### src/rtl/debug_view_pkg.sv
// Shared constants for the debug value viewer: digit count, SEL width and
// the active-low {g..a} hex font used by the 7-segment scanner.
package debug_view_pkg;

  localparam int unsigned NUM_DIGITS = 8;
  localparam int unsigned SEL_W      = 3;

  localparam logic [6:0] SEG_BLANK = 7'h7F;

  // Entry n is the segment pattern for hex digit n (index 0 is rightmost).
  localparam logic [15:0][6:0] HEX_FONT = {
    7'b0001110,  // F
    7'b0000110,  // E
    7'b0100001,  // d
    7'b1000110,  // C
    7'b0000011,  // b
    7'b0001000,  // A
    7'b0010000,  // 9
    7'b0000000,  // 8
    7'b1111000,  // 7
    7'b0000010,  // 6
    7'b0010010,  // 5
    7'b0011001,  // 4
    7'b0110000,  // 3
    7'b0100100,  // 2
    7'b1111001,  // 1
    7'b1000000   // 0
  };

  function automatic logic [6:0] hex_font(input logic [3:0] nib);
    return HEX_FONT[nib];
  endfunction

endpackage

### src/rtl/debug_view_ctrl_btn_debounce.sv
// Button conditioner: 2-FF synchronizer, stability counter and a one-cycle
// pulse on each debounced 0->1 transition.
module btn_debounce #(
  parameter int unsigned DEBOUNCE_CYCLES = 1000000
) (
  input  logic CLK,
  input  logic RST,
  input  logic raw,
  output logic level,
  output logic rise
);

  localparam int unsigned CNT_W = (DEBOUNCE_CYCLES < 2) ? 1 : $clog2(DEBOUNCE_CYCLES + 1);
  localparam logic [CNT_W-1:0] CNT_LAST = CNT_W'(DEBOUNCE_CYCLES - 1);

  logic             s1_q, s2_q;
  logic [CNT_W-1:0] cnt_q, cnt_d;
  logic             level_q, level_d;
  logic             rise_q, rise_d;
  logic [1:0]       vld_q;
  logic             armed_q, armed_d;

  always_ff @(posedge CLK) begin
    if (RST) begin
      s1_q    <= 1'b0;
      s2_q    <= 1'b0;
      cnt_q   <= '0;
      level_q <= 1'b0;
      rise_q  <= 1'b0;
      vld_q   <= '0;
      armed_q <= 1'b0;
    end else begin
      s1_q    <= raw;
      s2_q    <= s1_q;
      cnt_q   <= cnt_d;
      level_q <= level_d;
      rise_q  <= rise_d;
      vld_q   <= {vld_q[0], 1'b1};
      armed_q <= armed_d;
    end
  end

  // A button held through reset must not step: rises are only honoured once
  // the synchronized input has been observed released after reset.
  always_comb begin
    cnt_d   = '0;
    level_d = level_q;
    rise_d  = 1'b0;
    armed_d = armed_q;
    if (vld_q[1] && !s2_q && !level_q) begin
      armed_d = 1'b1;
    end
    if (s2_q != level_q) begin
      if (cnt_q == CNT_LAST) begin
        level_d = s2_q;
        rise_d  = s2_q & armed_q;
      end else begin
        cnt_d = cnt_q + 1'b1;
      end
    end
  end

  assign level = level_q;
  assign rise  = rise_q;

endmodule

### src/rtl/debug_view_ctrl.sv
// Debug viewer top: steps the selector code from a push button and scans the
// returned 32-bit value onto an 8-digit multiplexed 7-segment display.
// Optional leading-zero blanking: define DEBUG_VIEW_LZ_BLANK_EN.
module debug_view_ctrl
  import debug_view_pkg::*;
#(
  parameter int unsigned DEBOUNCE_CYCLES = 1000000,
  parameter int unsigned SCAN_DIV        = 50000,
  parameter int unsigned NUM_SEL         = 6
) (
  input  logic             CLK,
  input  logic             RST,
  input  logic             BTN_NEXT,
  input  logic [31:0]      Vdata,
  output logic [SEL_W-1:0] SEL,
  output logic [6:0]       SEG,
  output logic [7:0]       AN,
  output logic             DP
);

  localparam int unsigned SCAN_W = (SCAN_DIV < 2) ? 1 : $clog2(SCAN_DIV + 1);
  localparam logic [SCAN_W-1:0] SCAN_LAST = SCAN_W'(SCAN_DIV - 1);
  localparam logic [SEL_W-1:0]  SEL_LAST  = SEL_W'(NUM_SEL - 1);
  localparam logic [2:0]        IDX_LAST  = 3'(NUM_DIGITS - 1);

  logic              btn_level;
  logic              btn_rise;

  logic [SEL_W-1:0]  sel_q, sel_d;
  logic [SCAN_W-1:0] scan_q, scan_d;
  logic [2:0]        idx_q, idx_d;
  logic [7:0]        an_q, an_d;
  logic [6:0]        seg_q, seg_d;

  logic              tick;
  logic [2:0]        idx_nxt;
  logic [4:0]        nib_lsb;
  logic [3:0]        nib;
  logic              blank;

  btn_debounce #(
    .DEBOUNCE_CYCLES(DEBOUNCE_CYCLES)
  ) u_btn (
    .CLK  (CLK),
    .RST  (RST),
    .raw  (BTN_NEXT),
    .level(btn_level),
    .rise (btn_rise)
  );

  always_ff @(posedge CLK) begin
    if (RST) begin
      sel_q  <= '0;
      scan_q <= '0;
      idx_q  <= '0;
      an_q   <= '1;
      seg_q  <= SEG_BLANK;
    end else begin
      sel_q  <= sel_d;
      scan_q <= scan_d;
      idx_q  <= idx_d;
      an_q   <= an_d;
      seg_q  <= seg_d;
    end
  end

  always_comb begin
    sel_d = sel_q;
    if (btn_rise) begin
      sel_d = (sel_q == SEL_LAST) ? '0 : sel_q + 1'b1;
    end
  end

  assign tick    = (scan_q == SCAN_LAST);
  assign idx_nxt = (idx_q == IDX_LAST) ? '0 : idx_q + 3'd1;
  assign nib_lsb = {idx_nxt, 2'b00};
  assign nib     = Vdata[nib_lsb +: 4];

`ifdef DEBUG_VIEW_LZ_BLANK_EN
  // Digit idx is a leading zero when every nibble from idx upward is zero.
  logic [31:0] upper;
  assign upper = Vdata >> nib_lsb;
  assign blank = (idx_nxt != 3'd0) && (upper == 32'd0);
`else
  assign blank = 1'b0;
`endif

  // Display registers load with the upcoming digit so AN and SEG change together.
  always_comb begin
    scan_d = scan_q + 1'b1;
    idx_d  = idx_q;
    an_d   = an_q;
    seg_d  = seg_q;
    if (tick) begin
      scan_d = '0;
      idx_d  = idx_nxt;
      an_d   = ~(8'b1 << idx_nxt);
      seg_d  = blank ? SEG_BLANK : hex_font(nib);
    end
  end

  assign SEL = sel_q;
  assign AN  = an_q;
  assign SEG = seg_q;
  assign DP  = 1'b1;

endmodule

### config.mk
export PLATFORM = sky130hd
export DESIGN_NAME = debug_view_ctrl
export DESIGN_NICKNAME = d
export VERILOG_FILES = /design/src/rtl/debug_view_pkg.sv /design/src/rtl/debug_view_ctrl_btn_debounce.sv /design/src/rtl/debug_view_ctrl.sv
export SDC_FILE = /design/constraint.sdc
export NUM_CORES = 1
export LEC_CHECK = 0
export ABC_CLOCK_PERIOD_IN_PS = 3250
export CORE_MARGIN = 1
export CORE_UTILIZATION = 40
export DETAILED_ROUTE_END_ITERATION = 16
export SETUP_SLACK_MARGIN = 0.1
export SLEW_MARGIN = 20
export SYNTH_ARGS = -nofsm -noshare
export SYNTH_HDL_FRONTEND = slang
export SYNTH_SLANG_ARGS = --single-unit
### constraint.sdc
create_clock -name CLK -period 3.25 [get_ports CLK]
set_input_delay 0.325 -clock CLK [delete_from_list [all_inputs] [get_ports CLK]]
set_output_delay 0.325 -clock CLK [all_outputs]
set_load 0.02 [all_outputs]
==> run summary <==
Status = completed
RSZ-0062 raised after global routing = no
Hold crit path type = register to register
R2r endpoint = SEG[3]
Worst path cell trace = inv_1 > ha_2 > mux4_1 > mux2i_4 > inv_1 > ha_1 > mux2_1 > mux2i_1 > o211ai_1
Setup ws final = 0.317 ns
Final Hold Fails = 0
Initial antenna violation count = 0
Crit. End Element = register
Cell taking the most area after synthesis = dfxtp_1
Port Buffer Count = 52
Setup TNS = 0 ns
GRT Total Usage = 15.8%
Leakage = 1.45 nW
Worst setup SP type = register
CTS tree = yes
Int Power = 1.14 mW
RePlAce Congestion = 0.778
NetSw = 341 uW
HP Start = u_btn.vld_q[0]
CP required = 3.46 ns
Critical Path AT = 3.14 ns
Post-CTS Setup Bufs = 0
Cts bufs inserted = 9
Area delta synth->final = 24.1%
# fillers = 718
R2R Setup Slk = 0.32 ns
Cell repeated most along the worst path = inv_1
Total number of vias = 2426
CTS H-tree depth = 3
Buf/Inv on CP = 2
Wire per inst = 12.2 um
# setup viols final = 0
Latest clock arrival within the worst-skew pair = 0.34 ns
Horiz. Die Dim = 90.5 um
Worst Clk Skew = 0.00971 ns
Post-synthesis cell area = 3130 um2
Synth cell types = 42
Clk slew on worst S/H paths = 0.07 ns
Final ANT Viol Nets = 0
Worst Reg-to-Reg Cells = 9
Sw Share = 23.0%
Avg Synthesized Cell Area = 9.49 um2
DRC = 0
Syn_nets = 379
Seq/Total Area, Yosys = 40.9%
Share of the synthesized area in the top cell type = 40.9%
Max Cap Viol = 0
Dpl hpwl = 4.36 mm
Via/cell ratio = 5.00
N_diodes = 0
Hold depth = 1
CTS Sinks = 64
Clock Root Buffer = clkbuf_8
Fin util = 52.5%
CP delay by family, top = multiplexers
Critical path type = register to register
Fin nets = 432
Min Tclk post-route = 2.93 ns
CP max FO = 9
Hold Path Sink = u_btn.vld_q[1]
Post-Synthesis Cells = 330
TritonRoute pass-1 iters = 4
Drt initial violations = 87
Top post-synthesis cells by area = dfxtp_1 41%, nor2_1 6.6%, xor2_1 5.9%
Worst slew pin tran = 0.690 ns
DIE HEIGHT = 90.5 um
First-pass GRT wire length = 10.3 mm
Yosys reg bits = 64
Remaining Overflow, GRT = 0
Final worst path period share = 90.2%
Core Box Area = 7410 um2
Layout cell share with drive strength beyond 1 = 7.25%
Synth Warn # = 0
Peak VDD IR = 0.166 mV
Relative slew slack = 53.6%
Post-CTS sizing = 0
Max Fclk = 0.341 GHz
Num rows = 31
Initial Util = 42.3%
Gate power share = 7.1%
Vias in the first global route = 2342
Place WS = 0.228 ns
Pwr/cell area = 381 nW/um2
Clock Tree Buf Depth = 2
I/O pin count = 54
Max Slew Vio Count = 0
# hold bufs at CTS = 0
Worst r2r src = idx_q[0]
Wirelength, routed = 5.93 mm
Total Die Area = 8190 um2
Seq pwr share = 53.6%
Pin count of the biggest net entering global routing = 22
Critical-path top delay cell = mux4_1
Max incr delay on CP = 0.63 ns
Clk pwr share = 39.2%
-- cell families after synthesis --
group	after synthesis	share of synthesized area, %
buffers and inverters	24	3.95
AND/OR/NAND/NOR	145	23.1
adder cells (fa/ha/maj)	14	5.59
AO/OA/AOI/OAI	27	4.99
flip-flops	64	40.9
other	1	0.120
multiplexers	20	11.5
XOR/XNOR	35	9.78
-- through the flow --
stage               hold slack (ns)  power [mW]  instances  instance area [um2]
detailed placement            0.426       0.920        471                 3720
CTS                           0.440        1.51        485                 3880
global placement              0.420       0.919        471                 3720
global route                  0.455        1.55        485                 3890
floorplan                     0.397       0.867        330                 3130
finish                        0.436        1.48        485                 3890
-- routing by layer --
layer | up-vias | share of wire [%] | track usage [%] | wire [um]
met4 | 0 | 2.2 | 8.47 | 132
met5 | - | 0 | 0 | 0
li1 | 1238 | - | - | -
met3 | 11 | 5.4 | 4.71 | 318
met2 | 51 | 47 | 26.1 | 2790
met1 | 1126 | 45 | 18.4 | 2690
-- cells in the final DEF (no fill, tap or decap), types with 2 or more instances in the layout --
master and instances:
dfxtp_1 64, nor2_1 55, clkdlybuf4s50_1 52, nand2_1 21
xor2_1 21, nand3_1 21, xnor2_1 14, ha_1 13
and3_1 12, o21ai_1 11, clkbuf_8 10, a21oi_1 9
inv_1 8, mux2i_1 8, nor3b_1 7, mux4_1 6
nand4_1 5, buf_4 5, nor2b_1 4, mux2i_4 3
and4_1 3, or3_1 3, nor4_1 3, nor3_1 3
clkinv_2 3, mux4_2 2, o211ai_1 2
-- Yosys cell counts --
library cell  number
dfxtp_1           64
nor2_1            55
nand2_1           21
nand3_1           21
xor2_1            21
ha_1              14
xnor2_1           14
and3_1            12
o21ai_1           11
a21oi_1            9
clkbuf_1           9
inv_1              8
mux2i_1            8
nor3b_1            7
mux4_1             6
nand4_1            5
nor2b_1            4
and4_1             3
buf_4              3
buf_6              3
mux2i_4            3
nor3_1             3
nor4_1             3
or3_1              3
mux4_2             2
o211ai_1           2
a2111oi_1          1
a211oi_1           1
a21o_1             1
a311oi_1           1
and2_1             1
and4b_1            1
conb_1             1
inv_2              1
mux2_1             1
nand2b_1           1
nand3b_1           1
nor2_4             1
nor3b_2            1
nor4bb_1           1
o21a_1             1
or4_1              1
-- flip-flops by register name, summed over array words and instances (netlist names) --
signal and flops:
SEG 7, scan_q 16, u_btn.s1_q 1, u_btn.armed_q 1, idx_q 3, u_btn.cnt_q 20, u_btn.s2_q 1, SEL 3
AN 8, u_btn.rise 1, u_btn.vld_q 2, u_btn.level 1
-- worst max-delay path by stage --
| stage | end | cells after the start | startpoint | slack [ns] |
|---|---|---|---|---|
| 2_1_floorplan | SEG[3] | 10 | idx_q[0] | 0.43 |
| 3_3_place_gp | SEG[3] | 9 | idx_q[0] | 0.30 |
| 3_5_place_dp | SEG[3] | 9 | idx_q[0] | 0.23 |
| 4_1_cts | SEG[3] | 9 | idx_q[0] | 0.21 |
| 5_1_grt | SEG[3] | 9 | idx_q[0] | 0.12 |
| 6_report | SEG[3] | 9 | idx_q[0] | 0.32 |
-- worst reg2reg max path: cells and delay by family (launching register included) --
family	cells	cell delay [ns]
compound gates	1	0.10
fa+ha+maj	2	0.69
buf+inv	2	0.22
flops	1	0.48
mux	4	1.33
-- power by group through the flow --
| stage | sequential, mW | combinational (mW) | clock, mW |
|---|---|---|---|
| after CTS | 0.794 | 0.108 | 0.604 |
| after global placement | 0.812 | 0.107 | 0 |
| final | 0.794 | 0.106 | 0.581 |
| after global routing | 0.794 | 0.117 | 0.635 |
| after detailed placement | 0.812 | 0.107 | 0 |
| after floorplan | 0.811 | 0.0554 | 0 |
-- area by class of cell --
type                            count  area (um2)  share of cell area [%]
Tap cell                           99         124                    3.19
Inverter                            9        33.8                   0.869
Sequential cell                    64        1280                    33.0
Multi-Input combinational cell    242        1730                    44.5
Timing Repair Buffer               57         558                    14.4
Clock buffer                       10         138                    3.54
Clock inverter                      4        22.5                   0.579
(Power assumes the default switching activity.)
